## src/rtl/seq_div_ctrl.sv

```systemverilog
// rtl/seq_div_ctrl.sv - multi-cycle restoring divider controller with signed/unsigned support
module seq_div_ctrl #(
    parameter int WIDTH = 32
) (
    input  logic             clk,
    input  logic             rst_n,
    input  logic             in_valid,
    output logic             in_ready,
    input  logic             in_signed,
    input  logic [WIDTH-1:0] in_dividend,
    input  logic [WIDTH-1:0] in_divisor,
    output logic             out_valid,
    input  logic             out_ready,
    output logic [WIDTH-1:0] out_quotient,
    output logic [WIDTH-1:0] out_remainder,
    output logic             out_div_zero,
    output logic             busy
);

    localparam int CW = (WIDTH > 2) ? $clog2(WIDTH) : 1;
    localparam logic [CW-1:0]    CNT_LAST = CW'(WIDTH - 1);
    localparam logic [CW-1:0]    CNT_ONE  = CW'(1);
    localparam logic [WIDTH-1:0] ONE      = {{(WIDTH-1){1'b0}}, 1'b1};

    typedef enum logic [1:0] {
        S_IDLE  = 2'd0,
        S_CALC  = 2'd1,
        S_FIXUP = 2'd2,
        S_DONE  = 2'd3
    } state_t;

    state_t           r_state;
    state_t           w_next;

    logic [CW-1:0]    r_cnt;
    logic [WIDTH-1:0] r_rem;
    logic [WIDTH-1:0] r_quo;
    logic [WIDTH-1:0] r_dvs;
    logic             r_signed;
    logic             r_neg_q;
    logic             r_neg_r;
    logic             r_dz;

    logic [WIDTH-1:0] r_out_q;
    logic [WIDTH-1:0] r_out_r;
    logic             r_out_dz;
    logic             r_out_valid;

    logic             w_accept;
    logic             w_dvd_neg;
    logic             w_dvs_neg;
    logic             w_div_zero;
    logic [WIDTH-1:0] w_dvd_mag;
    logic [WIDTH-1:0] w_dvs_mag;
    logic [WIDTH:0]   w_shift;
    logic [WIDTH:0]   w_sub;
    logic             w_ge;
    logic [WIDTH-1:0] w_rem_next;
    logic [WIDTH-1:0] w_quo_next;
    logic [WIDTH-1:0] w_q_fix;
    logic [WIDTH-1:0] w_r_fix;

    assign in_ready      = (r_state == S_IDLE);
    assign busy          = (r_state != S_IDLE);
    assign out_valid     = r_out_valid;
    assign out_quotient  = r_out_q;
    assign out_remainder = r_out_r;
    assign out_div_zero  = r_out_dz;

    assign w_accept   = in_valid && (r_state == S_IDLE);
    assign w_dvd_neg  = in_signed && in_dividend[WIDTH-1];
    assign w_dvs_neg  = in_signed && in_divisor[WIDTH-1];
    assign w_div_zero = (in_divisor == '0);

    // Magnitudes are WIDTH-bit unsigned, so the most negative value maps to 2^(WIDTH-1).
    assign w_dvd_mag = w_dvd_neg ? (~in_dividend + ONE) : in_dividend;
    assign w_dvs_mag = w_dvs_neg ? (~in_divisor + ONE) : in_divisor;

    // One restoring step: the shifted remainder can need WIDTH+1 bits before the compare.
    assign w_shift    = {r_rem, r_quo[WIDTH-1]};
    assign w_ge       = (w_shift >= {1'b0, r_dvs});
    assign w_sub      = w_shift - {1'b0, r_dvs};
    assign w_rem_next = w_ge ? w_sub[WIDTH-1:0] : w_shift[WIDTH-1:0];
    assign w_quo_next = {r_quo[WIDTH-2:0], w_ge};

    // Sign correction; quotient wraps naturally for the most-negative / -1 case.
    assign w_q_fix = (r_signed && r_neg_q) ? (~r_quo + ONE) : r_quo;
    assign w_r_fix = (r_signed && r_neg_r) ? (~r_rem + ONE) : r_rem;

    // State register.
    always_ff @(posedge clk or negedge rst_n) begin
        if (!rst_n) begin
            r_state <= S_IDLE;
        end else begin
            r_state <= w_next;
        end
    end

    // Next-state decode; divide by zero skips CALC but still passes through FIXUP.
    always_comb begin
        w_next = r_state;
        case (r_state)
            S_IDLE: begin
                if (w_accept) begin
                    w_next = w_div_zero ? S_FIXUP : S_CALC;
                end
            end
            S_CALC: begin
                if (r_cnt == '0) begin
                    w_next = S_FIXUP;
                end
            end
            S_FIXUP: begin
                w_next = S_DONE;
            end
            S_DONE: begin
                if (out_ready) begin
                    w_next = S_IDLE;
                end
            end
            default: begin
                w_next = S_IDLE;
            end
        endcase
    end

    // Operand latch, iteration datapath and result registers.
    always_ff @(posedge clk or negedge rst_n) begin
        if (!rst_n) begin
            r_cnt       <= '0;
            r_rem       <= '0;
            r_quo       <= '0;
            r_dvs       <= '0;
            r_signed    <= 1'b0;
            r_neg_q     <= 1'b0;
            r_neg_r     <= 1'b0;
            r_dz        <= 1'b0;
            r_out_q     <= '0;
            r_out_r     <= '0;
            r_out_dz    <= 1'b0;
            r_out_valid <= 1'b0;
        end else begin
            case (r_state)
                S_IDLE: begin
                    if (w_accept) begin
                        r_signed <= in_signed;
                        r_neg_q  <= w_dvd_neg ^ w_dvs_neg;
                        r_neg_r  <= w_dvd_neg;
                        r_dz     <= w_div_zero;
                        r_dvs    <= w_dvs_mag;
                        r_rem    <= '0;
                        r_cnt    <= CNT_LAST;
                        // A zero divisor returns the raw dividend as remainder, so keep it unconverted.
                        r_quo    <= w_div_zero ? in_dividend : w_dvd_mag;
                    end
                end
                S_CALC: begin
                    r_rem <= w_rem_next;
                    r_quo <= w_quo_next;
                    if (r_cnt != '0) begin
                        r_cnt <= r_cnt - CNT_ONE;
                    end
                end
                S_FIXUP: begin
                    r_out_valid <= 1'b1;
                    r_out_dz    <= r_dz;
                    if (r_dz) begin
                        r_out_q <= '1;
                        r_out_r <= r_quo;
                    end else begin
                        r_out_q <= w_q_fix;
                        r_out_r <= w_r_fix;
                    end
                end
                S_DONE: begin
                    if (out_ready) begin
                        r_out_valid <= 1'b0;
                    end
                end
                default: begin
                    r_out_valid <= 1'b0;
                end
            endcase
        end
    end

endmodule

```

## config.mk

```make
export PLATFORM = sky130hd
export DESIGN_NAME = seq_div_ctrl
export DESIGN_NICKNAME = d
export VERILOG_FILES = /design/src/rtl/seq_div_ctrl.sv
export SDC_FILE = /design/constraint.sdc
export NUM_CORES = 1
export LEC_CHECK = 0
export ABC_AREA = 1
export CAP_MARGIN = 20
export CORE_ASPECT_RATIO = 1.25
export CORE_UTILIZATION = 60
export DETAILED_ROUTE_END_ITERATION = 10
export GPL_TIMING_DRIVEN = 0
export PLACE_DENSITY = 0.91
export SLEW_MARGIN = 10
export SYNTH_ARGS = -nofsm -noshare
export SYNTH_HDL_FRONTEND = slang
export SYNTH_SLANG_ARGS = --single-unit
```

## constraint.sdc

```tcl
create_clock -name clk -period 3.7 [get_ports clk]
set_input_delay 0.925 -clock clk [delete_from_list [all_inputs] [get_ports clk]]
set_output_delay 0.925 -clock clk [all_outputs]
set_load 0.005 [all_outputs]
```

* After elaboration in Yosys (flattened, before gate mapping) *
Index checks and enable logic that the tools add are counted.

word-level totals
  flip-flop bits (word level) = 173
  latch bits = 0
  bits in writable memories = 0
  bits in read-only memories = 0
  input port bits = 69
  output and inout port bits = 68
  logic and storage cells = 71
  memories kept = 0

operators by class
  add/subtract/negate cells = 6
  multiply operators = 0
  div/mod/pow operators = 0
  magnitude comparators = 1
  equal/unequal tests = 7
  shift operators = 0
  mux-type cells = 22
  bitwise gates (word level) = 5
  reduce and logical (&&, ||, !) cells = 17

operators with widths
  operator                                                                count
  32-bit two-way mux                                                      10
  32-bit by 1-bit adder with 32-bit output (second input constant)        4
  32-bit NOT                                                              4
  32-bit case mux with 2 select lines                                     2
  33-bit by 32-bit >= comparator with 1-bit output                        1
  32-bit logical NOT                                                      1
  32-bit subtractor                                                       1
  5-bit two-way mux                                                       2
  5-bit case mux with 2 select lines                                      1
  2-bit two-way mux                                                       4
  2-bit case mux with 4 select lines                                      1
  2-bit != test (second input constant)                                   3
  2-bit AND reduction                                                     3
  3-bit AND reduction                                                     2
  2-bit nonzero test                                                      3
  1-bit logical AND                                                       5
  5-bit logical NOT                                                       1
  5-bit nonzero test                                                      1
  5-bit by 1-bit subtractor with 5-bit output (second input constant)     1
  2-bit equality test (second input constant)                             2
  2-bit by 1-bit equality test with 1-bit output (second input constant)  1
  2-bit logical NOT                                                       1
  2-bit by 1-bit != test with 1-bit output (second input constant)        1
  1-bit case mux with 2 select lines                                      1
  other kinds (2)                                                         2

* Depth between registers and ports, before layout *
  word-level depth = 6
  gate-level depth with buffers = 17

* Least setup slack after synthesis *
Ideal clock, no wire load.

  path kind = in2reg
  from = input in_divisor[0]
  to = register r_dvs[20]
  setup time = 0.132 ns
  arrival = 2.163 ns
  setup slack = 1.405 ns
  stages on the path = 11
  path buffers = 0
  cell sequence = inv_1 -> ha_1 -> nand4_2 -> nor2_2 -> nand2_1 -> nor3_1 -> nand2_1 -> nand2_1 -> nand2_1 -> nand3_1 -> o21ai_0

on the way
  cells in the longest elaborated chain, start to end = 3

ends and longest elaborated chain
  element                                   RTL line  RTL
  start: declaration                        11        input logic [WIDTH-1:0] in_divisor,
  32-bit NOT                                77        assign w_dvs_mag = w_dvs_neg ? (~in_divisor + ONE) : in_divisor;
  32-bit by 1-bit adder with 32-bit output  77
  32-bit two-way mux                        77
  end signal: assignment                    150       r_dvs <= w_dvs_mag;
  end: declaration                          38        logic [WIDTH-1:0] r_dvs;

Every way passes these cells.
A chain may end at the register's enable or synchronous reset.

* Worst setup path after layout *
  from = input in_divisor[0]
  to = register r_quo[5]

on the way
  cells in the longest elaborated chain, start to end = 4

ends and longest elaborated chain
  element                              RTL line  RTL
  32-bit logical NOT                   73        assign w_div_zero = (in_divisor == '0);
  32-bit two-way mux                   154       r_quo <= w_div_zero ? in_dividend : w_dvd_mag;
  32-bit two-way mux                   145       if (w_accept) begin
  32-bit case mux with 2 select lines  143       case (r_state)
  end signal: assignment               154
  end signal: assignment               159       r_quo <= w_quo_next;
  end: declaration                     37        logic [WIDTH-1:0] r_quo;

Every way passes these cells. The select of a mux whose other input is x is not followed.

==> metrics.log <==
INFO  metric crit_arrival = 3.41 ns
INFO  metric finish.cell_count_without_fillers = 2664
INFO  metric worstPathMaxFanout = 10
INFO  metric run_status = complete, no violations
INFO  metric cell_leakage_power = around 8.4 nW
INFO  metric post-cts-setup-buffers = 0
INFO  metric synth_sequential_area_ratio = 0.3130
INFO  metric path_clk_slew = 0.06 ns
INFO  metric number_of_nets_in_the_synthesized_netlist = between 2000 and 2500
INFO  metric yosys_register_bits = roughly 170
INFO  metric report.power.total = 15.48 mW
INFO  metric design.die.area = roughly 24000 µm²
INFO  metric detail_route.vias_per_cell = 5.857
INFO  metric synth_top_family_by_area = simple AND/OR/NAND/NOR gates
INFO  metric num_antenna_cells = 0
INFO  metric post-route-cell-area = 16180 µm²
INFO  metric clockBufferDepth = 2
INFO  metric num_rows = 61
INFO  metric slew-limit-headroom = 0.3621
INFO  metric core-area = 22440 µm²
INFO  metric routed-via-count = 15600
INFO  metric drt-pass1-iter-count = 8
INFO  metric synthMuxAreaShare = 0
INFO  metric post_cts_hold_buffer_count = 0
INFO  metric hold_violations = 0
INFO  metric p_per_area = 956.9 nW/µm²
INFO  metric rrSetupSlack = about 0.73 ns
INFO  metric timing.critical_path.slowest_cell_delay = 0.45 ns
INFO  metric avg_inst_size_synth = 6.250 µm²
INFO  metric drt_iter0_drc = roughly 1600
INFO  metric placer_congestion = around 1.1
INFO  metric share_of_synthesized_flip_flops_with_an_asynchronous_set_or_reset = 1.000
INFO  metric most_frequent_cells_in_the_layout = nand2_1, inv_1, nand3_1
INFO  metric overall_track_demand_over_capacity_in_global_routing = 0.4358
INFO  metric globalRouteOverflowTotal = 0
INFO  metric tritoncts = done
INFO  metric yosysWarnings = 0
INFO  metric clock_sinks = 173
INFO  metric synth.cell_area = roughly 14000 µm²
INFO  metric cts-resized-gates = 0
INFO  metric grt_pass1_vias = 14540
INFO  metric place.port_buffers = 136
INFO  metric type_of_the_worst_setup_path = in2reg
INFO  metric routed_wire_length_per_instance = between 15 and 20 µm
INFO  metric drc = 0
INFO  metric layout_overhead_on_the_synthesized_area = 16.97%
INFO  metric crit_slowest_cell = clkdlybuf4s50_1
INFO  metric dp.final_hpwl = 39690 µm
INFO  metric synth.lib_cells_used.distinct = between 50 and 60
INFO  metric timing.critical_path.buf_inv = 4
INFO  metric die_h = 171.7 µm
INFO  metric timing_worst_slew_pin_value = 0.9568 ns
INFO  metric start_util = 0.6164
INFO  metric synth_xor_area_frac = 0.02090
INFO  metric clk_root_buffer_cell = clkbuf_16
INFO  metric timing.critical_path.max_delay_family = simple AND/OR/NAND/NOR gates
INFO  metric grt_first_pass_wirelength = 76690 µm
INFO  metric critPathLaunchType = primary input
INFO  metric number_of_setup_violations_in_the_final_report = 0
INFO  metric cts-buffers-inserted = 17
INFO  metric max_cap_violations = 0
INFO  metric layout.nets = 2481
INFO  metric adder_cell_share_of_the_synthesized_area = 0.03944
INFO  metric endpoint_kind_of_the_worst_setup_timing_path = flop
INFO  metric layout.cells.most_common = nand2_1
INFO  metric rsz0062_at_grt = false
INFO  metric io_pins = 137
INFO  metric postSynth.topFlopCell = dfrtp_1
INFO  metric synth_cells = 2213
INFO  metric period_share = 0.8302
INFO  metric final_period_minus_worst_setup_slack = approximately 3 ns
INFO  metric maximum_number_of_pins_on_one_net_before_global_route_repair = 107
INFO  metric grt_antenna_before_repair = 0
INFO  metric min-delay-path-class = in2async
INFO  metric place_inst = between 2000 and 3000
INFO  metric synth_enable_flop_cells = 0
INFO  metric drive_gt1_frac = 0.04494
INFO  metric postRouteAntennaNets = 0
INFO  metric slew_viol_final = 0
INFO  metric floorplan.die.width = around 140 µm
INFO  metric synth_area_in_simple_gates = 0.4017
INFO  metric cts.htree.levels = 4
INFO  metric clk_latency = 0.45 ns
INFO  metric timing.critical_path.required = ~4.0 ns
INFO  metric critical_path.cell_chain = clkdlybuf4s50_1 -> inv_1 -> ha_1 -> nand4_2 -> nor2_2 -> nand4_2 -> nand2_4 -> inv_2 -> buf_6 -> nand3_1 -> nand3_1 -> nand2_1 -> nand2_1
INFO  metric maxClockFrequency = 0.3256 GHz
INFO  metric wirelength = 50200 µm
INFO  metric placed_cell_area = 15580 µm²
INFO  metric vdd.ir_drop.worst = 0.6246 mV
INFO  metric fin_worst_skew = 0.01234 ns
INFO  metric synth-compound-area-share = 0.1060
## through the flow
step	setup WS, ns	setup TNS, ns	hold WS, ns	util
after CTS	0.7333	0	0.4489	0.7210
after floorplan	1.405	0	0.4488	-
final	0.6283	0	0.4280	0.7210
after global placement	-5.049	-868.61	0.4596	0.6928
after detailed placement	0.3061	0	0.4710	0.6943
after global routing	0.5635	0	0.4689	0.7210
## sequential cells by signal (all words and copies together), names as in the netlist
signal,flops
r_neg_q,1
r_neg_r,1
out_remainder,32
r_state,2
r_dvs,32
out_valid,1
r_signed,1
r_rem,32
r_dz,1
out_quotient,32
r_quo,32
r_cnt,5
out_div_zero,1
## routing by layer
| metal | wire [µm] | vias up | track usage |
|---|---|---|---|
| met1 | 17470 | 7053 | 0.4805 |
| li1 | - | 7397 | - |
| met3 | 4312 | 229 | 0.08046 |
| met5 | 0 | - | 0 |
| met4 | 4777 | 0 | 0.3847 |
| met2 | 23640 | 923 | 0.7136 |
## worst reg2reg max path: stages (launching register included)
cell	delay, ns
dfrtp_1	0.41
inv_1	0.12
ha_1	0.19
inv_1	0.12
nor2_1	0.72
inv_2	0.30
clkbuf_1	0.49
o32ai_1	0.44
inv_1	0.07
## final cells by class
class / instances / area [µm²]
fillers: 1908 / 6261
clock buffers: 22 / 464.2
plain buffers: 70 / 350.3
well taps: 283 / 354.1
flip-flops and latches: 173 / 4329
multi-input cells: 1625 / 7856
repair buffers: 137 / 1394
clock inverters: 9 / 135.1
inverters: 345 / 1295
## cell usage after synthesis, types with 8 or more instances
cell type | n | area [µm²]
buf_2 | 12 | 60.06
a21oi_1 | 82 | 410.4
a31oi_1 | 11 | 68.82
clkbuf_1 | 42 | 157.7
o21ai_0 | 101 | 505.5
nor3_1 | 26 | 130.1
buf_6 | 8 | 90.09
o21ai_1 | 21 | 105.1
nand4_1 | 34 | 212.7
xnor2_1 | 14 | 122.6
nor2_2 | 13 | 81.33
nand3b_1 | 8 | 60.06
nor2_1 | 158 | 593.1
xor2_1 | 19 | 166.4
ha_1 | 42 | 525.5
nand2_1 | 730 | 2740
nand3_1 | 273 | 1366
inv_2 | 8 | 30.03
dfrtp_1 | 173 | 4329
o211ai_1 | 19 | 142.6
inv_1 | 334 | 1254
## worst paths after layout
kind                                 start              end  depth (start not counted)
min in group clk           out_quotient[3]  out_quotient[3]                          2
hold reg to reg            out_quotient[3]  out_quotient[3]                          2
setup reg to reg                r_state[0]  out_quotient[9]                          8
setup / recovery             in_divisor[0]         r_quo[5]                         13
hold / removal                       rst_n  out_quotient[2]                          1
max in group asynchronous            rst_n        r_dvs[27]                          2
## cell families after synthesis
| logic type | after synthesis |
|---|---|
| buf+inv | 415 |
| flops | 173 |
| compound gates | 264 |
| fa+ha+maj | 43 |
| xor+xnor | 33 |
| simple gates | 1285 |
## report_power, final
part | leakage [nW] | switching (mW) | internal (mW) | total [mW]
combinational | 5.97 | 6.64 | 3.43 | 10.1
clock | 0.283 | 0.771 | 1.10 | 1.87
sequential | 2.14 | 0.790 | 2.74 | 3.53
Note: power is estimated with default switching activity, not from simulation.
